File: src/rtl/pipelined_float_to_int_pkg.sv
// Shared float constants and stage payload types for the float-to-int pipeline.
// Used by pipelined_float_to_int and float_to_int_round_stage.
package pipelined_float_to_int_pkg;

    localparam int EXP_W    = 8;
    localparam int FRAC_W   = 23;
    localparam int MANT_W   = FRAC_W + 1;
    localparam int INT_W    = 32;
    localparam int EXP_BIAS = 127;

    localparam logic [1:0] RM_NEAREST = 2'b00;
    localparam logic [1:0] RM_DOWN    = 2'b01;
    localparam logic [1:0] RM_UP      = 2'b10;
    localparam logic [1:0] RM_ZERO    = 2'b11;

    localparam logic [INT_W-1:0] INT_MAX = 32'h7FFF_FFFF;
    localparam logic [INT_W-1:0] INT_MIN = 32'h8000_0000;

    // Biased exponents bounding the shift window: E=-1 and E=31.
    localparam logic [EXP_W-1:0] EXP_HALF = 8'(EXP_BIAS - 1);
    localparam logic [EXP_W-1:0] EXP_OVF  = 8'(EXP_BIAS + 31);

    typedef struct packed {
        logic              sign;
        logic [EXP_W-1:0]  exp;
        logic [MANT_W-1:0] mant;
        logic              is_nan;
        logic              is_inf;
        logic [1:0]        rm;
    } s1_t;

    typedef struct packed {
        logic              sign;
        logic [INT_W-1:0]  int_mag;
        logic              guard;
        logic              rnd;
        logic              sticky;
        logic              pre_ovf;
        logic              is_nan;
        logic              is_inf;
        logic [1:0]        rm;
    } s2_t;

endpackage

File: src/rtl/pipelined_float_to_int_round_stage.sv
// Round, negate and saturate logic for the last pipeline stage (purely combinational).
// Flag outputs exist only when F2I_FLAGS_EN is defined.
module float_to_int_round_stage
    import pipelined_float_to_int_pkg::*;
(
    input  s2_t              stg,
`ifdef F2I_FLAGS_EN
    output logic             invalid,
    output logic             inexact,
`endif
    output logic [INT_W-1:0] d
);

    logic             inc;
    logic             grs;
    logic             sat_pos;
    logic             sat_neg;
    logic [INT_W:0]   mag;

    always_comb begin
        grs = stg.guard | stg.rnd | stg.sticky;
        case (stg.rm)
            RM_NEAREST: inc = stg.guard & (stg.rnd | stg.sticky | stg.int_mag[0]);
            RM_DOWN:    inc = stg.sign & grs;
            RM_UP:      inc = ~stg.sign & grs;
            default:    inc = 1'b0;
        endcase

        // 33-bit magnitude so a carry out of 2^31-1 is visible to the range check.
        mag = {1'b0, stg.int_mag} + {{INT_W{1'b0}}, inc};

        sat_pos = stg.is_nan |
                  (~stg.sign & (stg.is_inf | stg.pre_ovf | (mag > {1'b0, INT_MAX})));
        sat_neg = ~stg.is_nan & stg.sign &
                  (stg.is_inf | stg.pre_ovf | (mag > {1'b0, INT_MIN}));

        if (sat_pos) begin
            d = INT_MAX;
        end else if (sat_neg) begin
            d = INT_MIN;
        end else if (stg.sign) begin
            d = ~mag[INT_W-1:0] + 32'd1;
        end else begin
            d = mag[INT_W-1:0];
        end
    end

`ifdef F2I_FLAGS_EN
    assign invalid = sat_pos | sat_neg;
    assign inexact = grs & ~(sat_pos | sat_neg);
`endif

endmodule

File: src/rtl/pipelined_float_to_int.sv
// Three-stage IEEE-754 single to signed 32-bit integer converter with rounding modes.
// Define F2I_FLAGS_EN to add the invalid/inexact flag outputs.
module pipelined_float_to_int
    import pipelined_float_to_int_pkg::*;
(
    input  logic             clk,
    input  logic             clrn,
    input  logic             e,
    input  logic             in_valid,
    input  logic [31:0]      a,
    input  logic [1:0]       rm,
`ifdef F2I_FLAGS_EN
    output logic             invalid,
    output logic             inexact,
`endif
    output logic             out_valid,
    output logic [INT_W-1:0] d
);

    s1_t               s1_next;
    s1_t               s1_reg;
    logic              s1_valid_reg;
    s2_t               s2_next;
    s2_t               s2_reg;
    logic              s2_valid_reg;
    logic [INT_W-1:0]  d_next;
    logic [55:0]       fixed_val;
    logic [5:0]        sh;
    logic              min_exact;

    // S1: unpack and classify.
    always_comb begin
        s1_next.sign   = a[31];
        s1_next.exp    = a[30:23];
        s1_next.mant   = {|a[30:23], a[22:0]};
        s1_next.is_nan = (&a[30:23]) & (|a[22:0]);
        s1_next.is_inf = (&a[30:23]) & ~(|a[22:0]);
        s1_next.rm     = rm;
    end

    // S2: place the mantissa so bit 25 is the integer LSB, bits 24/23 are guard/round.
    always_comb begin
        s2_next         = '0;
        s2_next.sign    = s1_reg.sign;
        s2_next.is_nan  = s1_reg.is_nan;
        s2_next.is_inf  = s1_reg.is_inf;
        s2_next.rm      = s1_reg.rm;
        fixed_val       = '0;
        sh              = '0;
        // -2^31 is the only representable value with E=31.
        min_exact       = (s1_reg.exp == EXP_OVF) && s1_reg.sign &&
                          (s1_reg.mant[FRAC_W-1:0] == '0);

        if (s1_reg.exp >= EXP_OVF) begin
            if (min_exact) begin
                s2_next.int_mag = INT_MIN;
            end else begin
                s2_next.pre_ovf = 1'b1;
            end
        end else if (s1_reg.exp < EXP_HALF) begin
            s2_next.sticky = |s1_reg.mant;
        end else begin
            sh              = 6'(s1_reg.exp - (EXP_HALF - 8'd1));
            fixed_val       = 56'(s1_reg.mant) << sh;
            s2_next.int_mag = {1'b0, fixed_val[55:25]};
            s2_next.guard   = fixed_val[24];
            s2_next.rnd     = fixed_val[23];
            s2_next.sticky  = |fixed_val[22:0];
        end
    end

`ifdef F2I_FLAGS_EN
    logic invalid_next;
    logic inexact_next;
`endif

    // S3 combinational stage.
    float_to_int_round_stage u_round (
        .stg     (s2_reg),
`ifdef F2I_FLAGS_EN
        .invalid (invalid_next),
        .inexact (inexact_next),
`endif
        .d       (d_next)
    );

    always_ff @(posedge clk or negedge clrn) begin
        if (!clrn) begin
            s1_reg       <= '0;
            s1_valid_reg <= 1'b0;
            s2_reg       <= '0;
            s2_valid_reg <= 1'b0;
            out_valid    <= 1'b0;
            d            <= '0;
        end else if (e) begin
            s1_reg       <= s1_next;
            s1_valid_reg <= in_valid;
            s2_reg       <= s2_next;
            s2_valid_reg <= s1_valid_reg;
            out_valid    <= s2_valid_reg;
            d            <= d_next;
        end
    end

`ifdef F2I_FLAGS_EN
    always_ff @(posedge clk or negedge clrn) begin
        if (!clrn) begin
            invalid <= 1'b0;
            inexact <= 1'b0;
        end else if (e) begin
            invalid <= invalid_next;
            inexact <= inexact_next;
        end
    end
`endif

endmodule

File: config.mk
export PLATFORM = sky130hd
export DESIGN_NAME = pipelined_float_to_int
export DESIGN_NICKNAME = d
export VERILOG_FILES = /design/src/rtl/pipelined_float_to_int_pkg.sv /design/src/rtl/pipelined_float_to_int_round_stage.sv /design/src/rtl/pipelined_float_to_int.sv
export SDC_FILE = /design/constraint.sdc
export NUM_CORES = 1
export LEC_CHECK = 0
export CORE_UTILIZATION = 50
export DETAILED_ROUTE_END_ITERATION = 16
export PLACE_DENSITY = 0.75
export SLEW_MARGIN = 40
export SYNTH_ARGS = -nofsm -noshare
export SYNTH_HDL_FRONTEND = slang
export SYNTH_SLANG_ARGS = --single-unit
File: constraint.sdc
create_clock -name clk -period 9.8 [get_ports clk]
set_input_delay 1.96 -clock clk [delete_from_list [all_inputs] [get_ports clk]]
set_output_delay 1.96 -clock clk [all_outputs]
set_load 0.03 [all_outputs]
Word level (Yosys, flattened, before mapping)
Cells that the tools add are included.

storage, ports and cells
  word-level logic and storage cells = 70
  output and inout port bits = 33
  memory bits (writable) = 0
  input port bits = 38
  bits in latches = 0
  memories = 0
  bits in registers = 113
  memory bits (read-only) = 0

cells by class
  bitwise operators = 20
  equal/unequal tests = 3
  order comparisons = 4
  reduce and logical (&&, ||, !) cells = 9
  shifts and indexed selects = 1
  div/mod/pow operators = 0
  multiply operators = 0
  add/subtract/negate cells = 3
  mux-type cells = 11

operator list
  kind                                                      number
  2-to-1 mux 32 bit                                         5
  << shifter 24 x 6 -> 56 bit                               1
  OR reduction 23 bit                                       2
  adder 32 x 1 -> 33 bit                                    1
  > comparator 33 x 31 -> 1 bit, second input constant      1
  > comparator 33 x 32 -> 1 bit, second input constant      1
  2-to-1 mux 33 bit                                         1
  adder 32 x 1 -> 32 bit, second input constant             1
  inverter 32 bit                                           1
  OR reduction 24 bit                                       1
  zero test 23 bit                                          1
  AND 1 bit                                                 8
  == test 8 bit, second input constant                      1
  greater-or-equal comparator 8 bit, second input constant  1
  < comparator 8 x 7 -> 1 bit, second input constant        1
  OR 1 bit                                                  8
  AND reduction 8 bit                                       1
  OR reduction 8 bit                                        1
  subtractor 6 bit, second input constant                   1
  2-to-1 mux 1 bit                                          3
  2-to-1 mux 3 bit                                          1
  inverter 1 bit                                            3
  one-hot mux 1 bit (3 select lines)                        1
  == test 2 x 1 -> 1 bit, second input constant             1
  other kinds (3)                                           4

Depth between registers and ports, before layout
Gate-level depths: netlist of the first run.

  depth after elaboration = 10
  depth in mapped cells = 20
  gate-level depth less buffers = 16

Cells and area by module
Synthesis of the first run repeated with hierarchy kept, for this count alone.

second synthesis, totals
  cells, all modules = 915
  area total of the unflattened synthesis = 8829.7 um^2

by module, submodules not included
  module                    cells an instance  area each (um^2)  times used
  pipelined_float_to_int    584                6394.9            1
  float_to_int_round_stage  331                2434.8            1

Worst setup path after synthesis of the first run
OpenSTA, ideal clock, no wires.

  path type = register to register
  start point = register s2_reg[40] in the netlist's numbering
  end point = register d[1]
  data required time = 9.660 ns
  cell stages (with the launch flop) = 21
  arrival = 4.295 ns
  path slack = 5.365 ns
  library setup time = 0.140 ns
  period minus slack after synthesis = 4.435 ns
  buffers on the path = 6
  path through = dfrtp_1 -> clkbuf_1 -> clkbuf_1 -> xor2_1 -> a21oi_1 -> nor3_1 -> ha_1 -> ha_1 -> clkbuf_1 -> nand4_1 -> nor4_1 -> clkbuf_1 -> a22oi_1 -> o211a_1 -> o211a_1 -> and4_1 -> o211ai_1 -> and2_1 -> clkbuf_1 -> buf_1 -> a21oi_1

between the ends
  cells in the longest elaborated chain, start to end = 9
  elaborated cells on any way between the ends = 18

ends and longest elaborated chain
  what                                                   line                                                                                RTL
  start: declaration                                     pipelined_float_to_int.sv:24                                                        s2_t s2_reg;
  start signal: assignment                               pipelined_float_to_int.sv:98                                                        s2_reg <= s2_next;
  inverter 1 bit                                         pipelined_float_to_int_round_stage.sv:25, pipelined_float_to_int_round_stage.sv:33
  AND 1 bit                                              pipelined_float_to_int_round_stage.sv:25                                            RM_UP: inc = ~stg.sign & grs;
  one-hot mux 1 bit (3 select lines)                     pipelined_float_to_int_round_stage.sv:22                                            case (stg.rm)
  adder 32 x 1 -> 33 bit                                 pipelined_float_to_int_round_stage.sv:30                                            mag = {1'b0, stg.int_mag} + {{INT_W{1'b0}}, inc};
  > comparator 33 x 32 -> 1 bit (tied with other cells)  pipelined_float_to_int_round_stage.sv:35                                            (stg.is_inf | stg.pre_ovf | (mag > {1'b0, INT_MIN}));
  OR 1 bit (tied with other cells)                       pipelined_float_to_int_round_stage.sv:35
  AND 1 bit (tied with other cells)                      pipelined_float_to_int_round_stage.sv:34                                            sat_neg = ~stg.is_nan & stg.sign &
  2-to-1 mux 32 bit or OR 1 bit (tied branches)          pipelined_float_to_int_round_stage.sv:39, pipelined_float_to_int_round_stage.sv:32
  2-to-1 mux 32 bit (*)                                  pipelined_float_to_int_round_stage.sv:37                                            if (sat_pos) begin
  end signal: assignment                                 pipelined_float_to_int.sv:101                                                       d <= d_next;
  end: declaration                                       pipelined_float_to_int.sv:17                                                        output logic [INT_W-1:0] d

Mark *: on every way between the ends. The rest lies on a longest branch, timed or not.
A chain may end at the register's enable or synchronous reset.

Worst setup path in the final report of the first run
  start point = register s2_reg[40] in the netlist's numbering
  end point = register d[29]

Same word-level chain as after synthesis.

==> results of run 1 <==
[power by group]
part	internal (mW)	switching, mW
Combinational	0.287	0.431
Sequential	0.528	0.0607
Clock	0.392	0.219
Total	1.21	0.711
[layout by cell type, fill, tap and decap left out, types with 30 or more instances in the layout]
cell type	synthesis	routed
dfrtp_1	113	112
nand2_1	98	98
nor2_1	94	94
clkdlybuf4s50_1	0	68
a21oi_1	65	65
o21ai_0	44	44
mux2_2	40	40
xnor2_1	36	34
nand3_1	32	32
inv_1	31	31
mux2i_1	30	30
[cells by family after synthesis]
family | after synthesis | share of synthesized area
muxes | 86 | 0.135
adders and majority gates | 10 | 0.0153
and+or+nand+nor | 352 | 0.212
AOI/OAI and AO/OA | 221 | 0.178
xor gates and xnor gates | 61 | 0.0651
buffers and inverters | 92 | 0.0493
DFF | 113 | 0.345
[path summary, 6_finish.rpt]
path	from	endpoint	slack, ns	cells after the start
max	s2_reg[40]	d[29]	4.30	14
min	s2_reg[4]	s2_reg[4]	0.49	2
max reg2reg	s2_reg[40]	d[29]	4.30	14
min reg2reg	s2_reg[4]	s2_reg[4]	0.49	2
max in group asynchronous	clrn	s2_reg[24]	7.23	2
min in group asynchronous	clrn	s1_reg[12]	1.55	1
[worst max-delay path: stages (launching register included)]
cell     delay (ns)
dfrtp_2        0.67
xor2_1         0.23
a21oi_1        0.09
nor3_1         0.25
ha_1           0.20
ha_1           0.30
nand4_1        0.46
nor4_1         0.47
xnor2_1        0.21
nor4_1         0.52
nand3_1        0.49
or3_4          0.53
o21ai_4        0.65
nand2_4        0.12
o22ai_2        0.20
[through the flow]
| stage | setup slack, ns | cells | hold WS, ns | cell area [sq um] |
|---|---|---|---|---|
| floorplan | 5.36 | 935 | 0.449 | 8200 |
| global placement | 4.42 | 1172 | 0.461 | 8980 |
| detailed placement | 4.24 | 1172 | 0.479 | 9000 |
| CTS | 4.21 | 1203 | 0.492 | 9590 |
| global route | 3.67 | 1203 | 0.496 | 9590 |
| finish | 4.30 | 1203 | 0.489 | 9590 |
[cell type report]
cell class              instances  area share
inverters                      32      0.0125
multi-input cells             730       0.522
flip-flops and latches        113       0.295
repair buffers                 81      0.0816
clock buffers                  22      0.0495
clock inverters                 9      0.0112
well taps                     216      0.0282
[routing by layer]
metal,part of all wire,vias to the layer above
li1,-,3548
met1,0.44,3611
met2,0.46,300
met3,0.060,60
met4,0.039,0
met5,0,-
==> metrics.cfg, run 1 <==
[clock_tree]
clk_path_buf_depth = 2
cts_tree = done
htree_levels = 4
ctsHoldBuffers = 0
cts_num_sinks = 113
root_buffer = clkbuf_16
clock_latency_ns = 0.42
clkSlewWorstSetupHoldPaths_ns = 0.06
numCtsBuffers = 17
cts.repair.resized = 0
post-cts-setup-buffer-count = 0

[synthesis]
yosysWarnings = 0
synthTopCellsByArea = dfrtp_1, mux2_2, nand2_1, mux4_2, nor2_1
synth-edff-count = 0
yosys.area.top_type = dfrtp_1
avgSynthCellArea_sq_um = 8.77
syn-num-nets = 983
synth_cell_types = 70
ys_ff_latch = 113
synth_common_cells = dfrtp_1, nand2_1, nor2_1, a21oi_1, o21ai_0
seq_area_frac_synth = 0.345
ys.flop_type = dfrtp_1
synth_most_common_cell = dfrtp_1
async_reset_ff_frac = 1.00
netlist.area_leader.share = 0.345
synthCells = 935
synth_area_sq_mm = 0.00820

[worst_hold_path]
hold_class = reg -> reg

[route]
totalWireLength_mm = 22.2
vias = 7519
wl_per_cell_um = 18.5
post-route-drc-count = 0
via_per_inst = 6.25
drt_first_pass_iters = 5
drtIter0Drc = 806
antenna_left = 0

[timing]
min_period_ns = 5.50
maxSlewViolCount = 0
period_share = 0.562
rsz0062_at_grt = no
skew_ns = 0.0121
hold_violations = 0
max_freq_ghz = 0.182
finalSetupTns_ns = 0
worst_pin_slew_ns = 0.796
slew_headroom = 0.467
setup_viol = 0

[die]
die_h_um = 130
rows = 46
fp.dieW_um = 130
floorplan.initialDensity = 0.515
coreArea_sq_mm = 0.0159
die-area_sq_mm = 0.0169
ios = 71

[global_route]
use_met2 = 0.427
grt_max_degree = 68
grt_pass1_vias = 7044
antenna_found_initial = 0
met1_usage = 0.379
grtUsageTotal = 0.277
grt_overflow = 0
grt_pass1_wl_mm = 36.1
globalRoute.busiestLayer = met2
grt_use_met3 = 0.0480

[layout]
largest_reg_flops = 41
fillCellCount = 1429
final_util = 0.601
layout-drive-gt1-share = 0.126
antenna_cells = 0
seq_area_sq_mm = 0.00283
area_growth_pct = 16.9
multiInputGateArea_sq_mm = 0.00500
final_nets = 1023

[setup_path]
startpoint_type = flop
cp_max_fo = 30
worstPathRequired_ns = 10.13
worstSetupPathType = reg -> reg
arrival_ns = 5.83
end_kind = flop

[placed_design]
dp_hpwl_mm = 16.4
io_buffers = 70
place.gp.congestion = 0.983

[power]
max-vdd-ir-drop_v = 0.000133
powerDensity_mw_per_mm2 = 200
power.leakage_nw = 3.80
p_total_mw = 1.92

[flow_run]
maxCapViolations = 0

[outcome]
outcome = complete, no violations

Note: power is estimated with default switching activity, not from simulation.
==> run 2, diff against run 1 <==
==> constraint.sdc (replaced) <==
create_clock -name clk -period 5.6 [get_ports clk]
set_input_delay 1.12 -clock clk [delete_from_list [all_inputs] [get_ports clk]]
set_output_delay 1.12 -clock clk [all_outputs]
set_load 0.03 [all_outputs]
==> metrics.cfg, run 2 (synthesis results as in run 1) <==
[placed_design]
place_area_sq_mm = 0.00905
dp_hpwl_mm = 16.7
io_buffers = 70
pre_cts_slack_ns = 0.822
dp_cells = 1179
place.gp.congestion = 0.960

[die]
ios = 71
die-area_sq_mm = 0.0169
coreArea_sq_mm = 0.0159
rows = 46
floorplan.initialDensity = 0.515
die_h_um = 130
fp.dieW_um = 130

[clock_tree]
cts_num_sinks = 113
post-cts-setup-buffer-count = 0
clk_path_buf_depth = 2
numCtsBuffers = 17
ctsHoldBuffers = 0
clkSlewWorstSetupHoldPaths_ns = 0.06
clock_latency_ns = 0.43
root_buffer = clkbuf_16
cts.repair.resized = 0
htree_levels = 4
cts_tree = done

[timing]
hold_violations = 0
worst_slack_ns = 0.729
rsz0062_at_grt = no
skew_ns = 0.0140
slew_headroom = 0.443
max_freq_ghz = 0.205
period_share = 0.870
min_period_ns = 4.87
maxSlewViolCount = 0
setup_viol = 0
worst_pin_slew_ns = 0.828
whs_ns = 0.490
finalSetupTns_ns = 0

[power]
max-vdd-ir-drop_v = 0.000271
powerDensity_mw_per_mm2 = 353
p_total_mw = 3.41
power.leakage_nw = 3.82

[setup_path]
arrival_ns = 5.21
worstPathRequired_ns = 5.94
cp_max_fo = 14
worstSetupPathType = reg -> reg
startpoint_type = flop
end_kind = flop

[layout]
fin_area_sq_mm = 0.00965
final_cell_mix = dfrtp_1, nand2_1, nor2_1
layout-drive-gt1-share = 0.133
antenna_cells = 0
layout_commonest_cell = dfrtp_1
largest_reg_flops = 41
final_cells = 1211
area_growth_pct = 17.6
final_util = 0.605
final_nets = 1030

[global_route]
grt_pass1_wl_mm = 37.6
antenna_found_initial = 0
grt_overflow = 0
grtUsageTotal = 0.290
grt_max_degree = 66
grt_pass1_vias = 7185

[route]
totalWireLength_mm = 23.2
via_per_inst = 6.28
drtIter0Drc = 753
vias = 7600
antenna_left = 0
drt_first_pass_iters = 5
wl_per_cell_um = 19.2
post-route-drc-count = 0

[flow_run]
maxCapViolations = 0

[outcome]
outcome = complete, no violations

[worst_hold_path]
hold_class = reg -> reg

[run 2: final timing paths]
path | from | endpoint | slack, ns | cells after the start
min in group asynchronous | clrn | s2_reg[21] | 0.69 | 1
hold reg to reg | s1_reg[0] | s2_reg[0] | 0.49 | 2
setup reg to reg | s2_reg[0] | d[16] | 0.73 | 16
max in group asynchronous | clrn | s1_reg[9] | 3.87 | 2
setup / recovery | s2_reg[0] | d[16] | 0.73 | 16
hold / removal | s1_reg[0] | s2_reg[0] | 0.49 | 2
[run 2: metal layers]
metal	share of wire	wire, um	track usage	vias up
met3	0.057	1310	0.0472	53
met5	0	0	0	-
met4	0.029	667	0.119	0
met2	0.47	11000	0.463	321
li1	-	-	-	3550
met1	0.44	10200	0.392	3676
[run 2: critical path, stage by stage, from the launching register on]
cell and delay (ns):
dfrtp_1 0.37, inv_1 0.10, ha_1 0.17, xor2_1 0.18
a21oi_1 0.09, nor3_1 0.26, ha_1 0.28, nand3_1 0.26
nor2_1 0.64, xnor2_1 0.35, nand3_1 0.33, or4_1 0.60
or3_4 0.36, o21ai_4 0.31, buf_4 0.25, nand2_1 0.07
a21oi_1 0.15
[run 2: power by group]
group | leakage (nW) | switching [mW] | internal [mW] | total [mW]
registers | 1.41 | 0.102 | 0.924 | 1.03
clock network | 0.280 | 0.407 | 0.699 | 1.11
logic | 2.13 | 0.765 | 0.509 | 1.27
total | 3.82 | 1.27 | 2.13 | 3.41
[run 2: final cells by class]
cell class                 count  area [sq um]
fill                        1387          6290
multi-input combinational    730          5000
sequential                   113          2830
timing repair buffer          88           835
clock buffer                  19           433
tap                          216           270
clock inverter                13           161
inverter                      32           120
==> run 3, diff against run 2 <==
--- a/config.mk
+++ b/config.mk
@@ -5,9 +5,9 @@
 export SDC_FILE = /design/constraint.sdc
 export NUM_CORES = 1
 export LEC_CHECK = 0
-export CORE_UTILIZATION = 50
+export CORE_UTILIZATION = 55
 export DETAILED_ROUTE_END_ITERATION = 16
-export PLACE_DENSITY = 0.75
+export PLACE_DENSITY = 0.8
 export SLEW_MARGIN = 40
 export SYNTH_ARGS = -nofsm -noshare
 export SYNTH_HDL_FRONTEND = slang
==> metrics.cfg, run 3 (synthesis results as in run 1) <==
[layout]
multiInputGateArea_sq_mm = 0.00501
largest_reg_flops = 41
antenna_cells = 0
layout_commonest_cell = dfrtp_1
final_cell_mix = dfrtp_1, nand2_1, nor2_1
area_growth_pct = 16.5
layout-drive-gt1-share = 0.131
fillCellCount = 1221
fin_area_sq_mm = 0.00956
seq_area_sq_mm = 0.00283
final_nets = 1027

[die]
die-area_sq_mm = 0.0154
rows = 44
fp.dieW_um = 124
die_h_um = 124
floorplan.initialDensity = 0.564
ios = 71
coreArea_sq_mm = 0.0145

[power]
p_int_mw = 2.01
power_frac_comb = 0.387
seqPwrFrac = 0.312
swShare = 0.390
powerDensity_mw_per_mm2 = 345
max-vdd-ir-drop_v = 0.000270
power.leakage_nw = 3.81
switchingPower_mw = 1.29
clkPwrFrac = 0.301

[timing]
worst_pin_slew_ns = 0.827
slew_headroom = 0.444
skew_ns = 0.0106
min_period_ns = 5.06
finalSetupTns_ns = 0
rsz0062_at_grt = no
hold_violations = 0
period_share = 0.903
maxSlewViolCount = 0
setup_viol = 0
max_freq_ghz = 0.198

[setup_path]
r2r_end = d[30]
r2r_slack_ns = 0.54
critPathCapture = d[30]
startpoint = s2_reg[0]
worstSetupPathType = reg -> reg
arrival_ns = 5.40
cp_max_fo = 15
startpoint_type = flop
worstPathRequired_ns = 5.94
end_kind = flop
rr_worst_depth = 17
reg2reg_from = s2_reg[0]

[placed_design]
io_buffers = 70
dp_hpwl_mm = 16.3
place_area_sq_mm = 0.00900
place.gp.congestion = 0.983

[route]
met3_length_mm = 1.60
drt_first_pass_iters = 5
antenna_left = 0
via_per_inst = 6.47
totalWireLength_mm = 22.4
vias = 7614
top_layer = met4
routed-wl-met2_mm = 10.8
post-route-drc-count = 0
wl_per_cell_um = 19.1
drtIter0Drc = 811
met1Wirelength_mm = 9.50

[global_route]
grt_overflow = 0
grt_pass1_wl_mm = 36.3
antenna_found_initial = 0
grt_pass1_vias = 7049
grt_max_degree = 80
grtUsageTotal = 0.308

[clock_tree]
htree_levels = 4
clk_path_buf_depth = 2
clock_latency_ns = 0.43
ctsHoldBuffers = 0
cts_num_sinks = 113
root_buffer = clkbuf_16
cts_tree = done
post-cts-setup-buffer-count = 0
clkSlewWorstSetupHoldPaths_ns = 0.06
cts.repair.resized = 0
numCtsBuffers = 17

[worst_hold_path]
hold_class = reg -> reg

[outcome]
outcome = complete, no violations

[flow_run]
maxCapViolations = 0

## run 3: cell count changes in the layout (fill, tap and decap cells not counted), moves of 2 or more
| cell | delta |
|---|---|
| buf_4 | -4 |
| clkbuf_1 | -2 |
| clkinv_4 | +6 |
| bufinv_16 | -3 |
| clkinvlp_4 | -2 |
## run 3: worst min-delay path by stage
stage | cells past startpoint | slack (ns) | to | startpoint
after floorplan | 1 | 0.45 | s2_reg[6] | s2_reg[6]
after global placement | 2 | 0.47 | s2_reg[4] | s2_reg[4]
after detailed placement | 2 | 0.47 | s2_reg[1] | s1_reg[1]
after CTS | 2 | 0.49 | s2_reg[4] | s2_reg[4]
after global routing | 1 | 0.51 | s2_reg[6] | s2_reg[6]
final | 2 | 0.49 | s2_reg[1] | s1_reg[1]
## run 3: worst max-delay path: stages (launching register included)
cell and delay [ns]:
dfrtp_1 0.38, inv_1 0.11, ha_1 0.17, xor2_1 0.19, a21oi_1 0.09, nor3_1 0.26, ha_1 0.21, ha_1 0.31
nand4_1 0.45, nor4_1 0.45, xnor2_1 0.19, nor4_1 0.46, nand3_1 0.49, or3_4 0.54, o21ai_4 0.15, buf_4 0.23
nand2_4 0.08, o22ai_2 0.19
## run 3: per-stage QoR
step	hold WS (ns)	utilization	setup slack, ns	total power [mW]	instances
CTS	0.494	0.657	0.580	3.28	1176
finish	0.489	0.658	0.541	3.30	1176
global route	0.508	0.658	0.106	3.47	1176
global placement	0.467	0.618	0.883	2.27	1144
floorplan	0.449	-	1.16	1.90	935
detailed placement	0.472	0.619	0.619	2.29	1144
## run 3: power by group through the flow
stage               sequential [mW]  clock [mW]  combinational (mW)
floorplan                      1.13           0               0.771
global placement               1.03           0                1.23
detailed placement             1.04           0                1.25
CTS                            1.03        1.00                1.26
global route                   1.04        1.04                1.38
finish                         1.03       0.995                1.28
## run 3: area by class of cell
| class | count | area share |
|---|---|---|
| tap | 184 | 0.0241 |
| clock inverter | 14 | 0.0114 |
| multi-input combinational | 730 | 0.524 |
| clock buffer | 18 | 0.0459 |
| sequential | 113 | 0.296 |
| inverter | 32 | 0.0126 |
| timing repair buffer | 85 | 0.0862 |
## run 3: metal layers
layer | up-vias | global-route usage
met5 | - | 0
met1 | 3667 | 0.408
met4 | 0 | 0.122
met2 | 347 | 0.493
met3 | 50 | 0.0614
li1 | 3550 | -
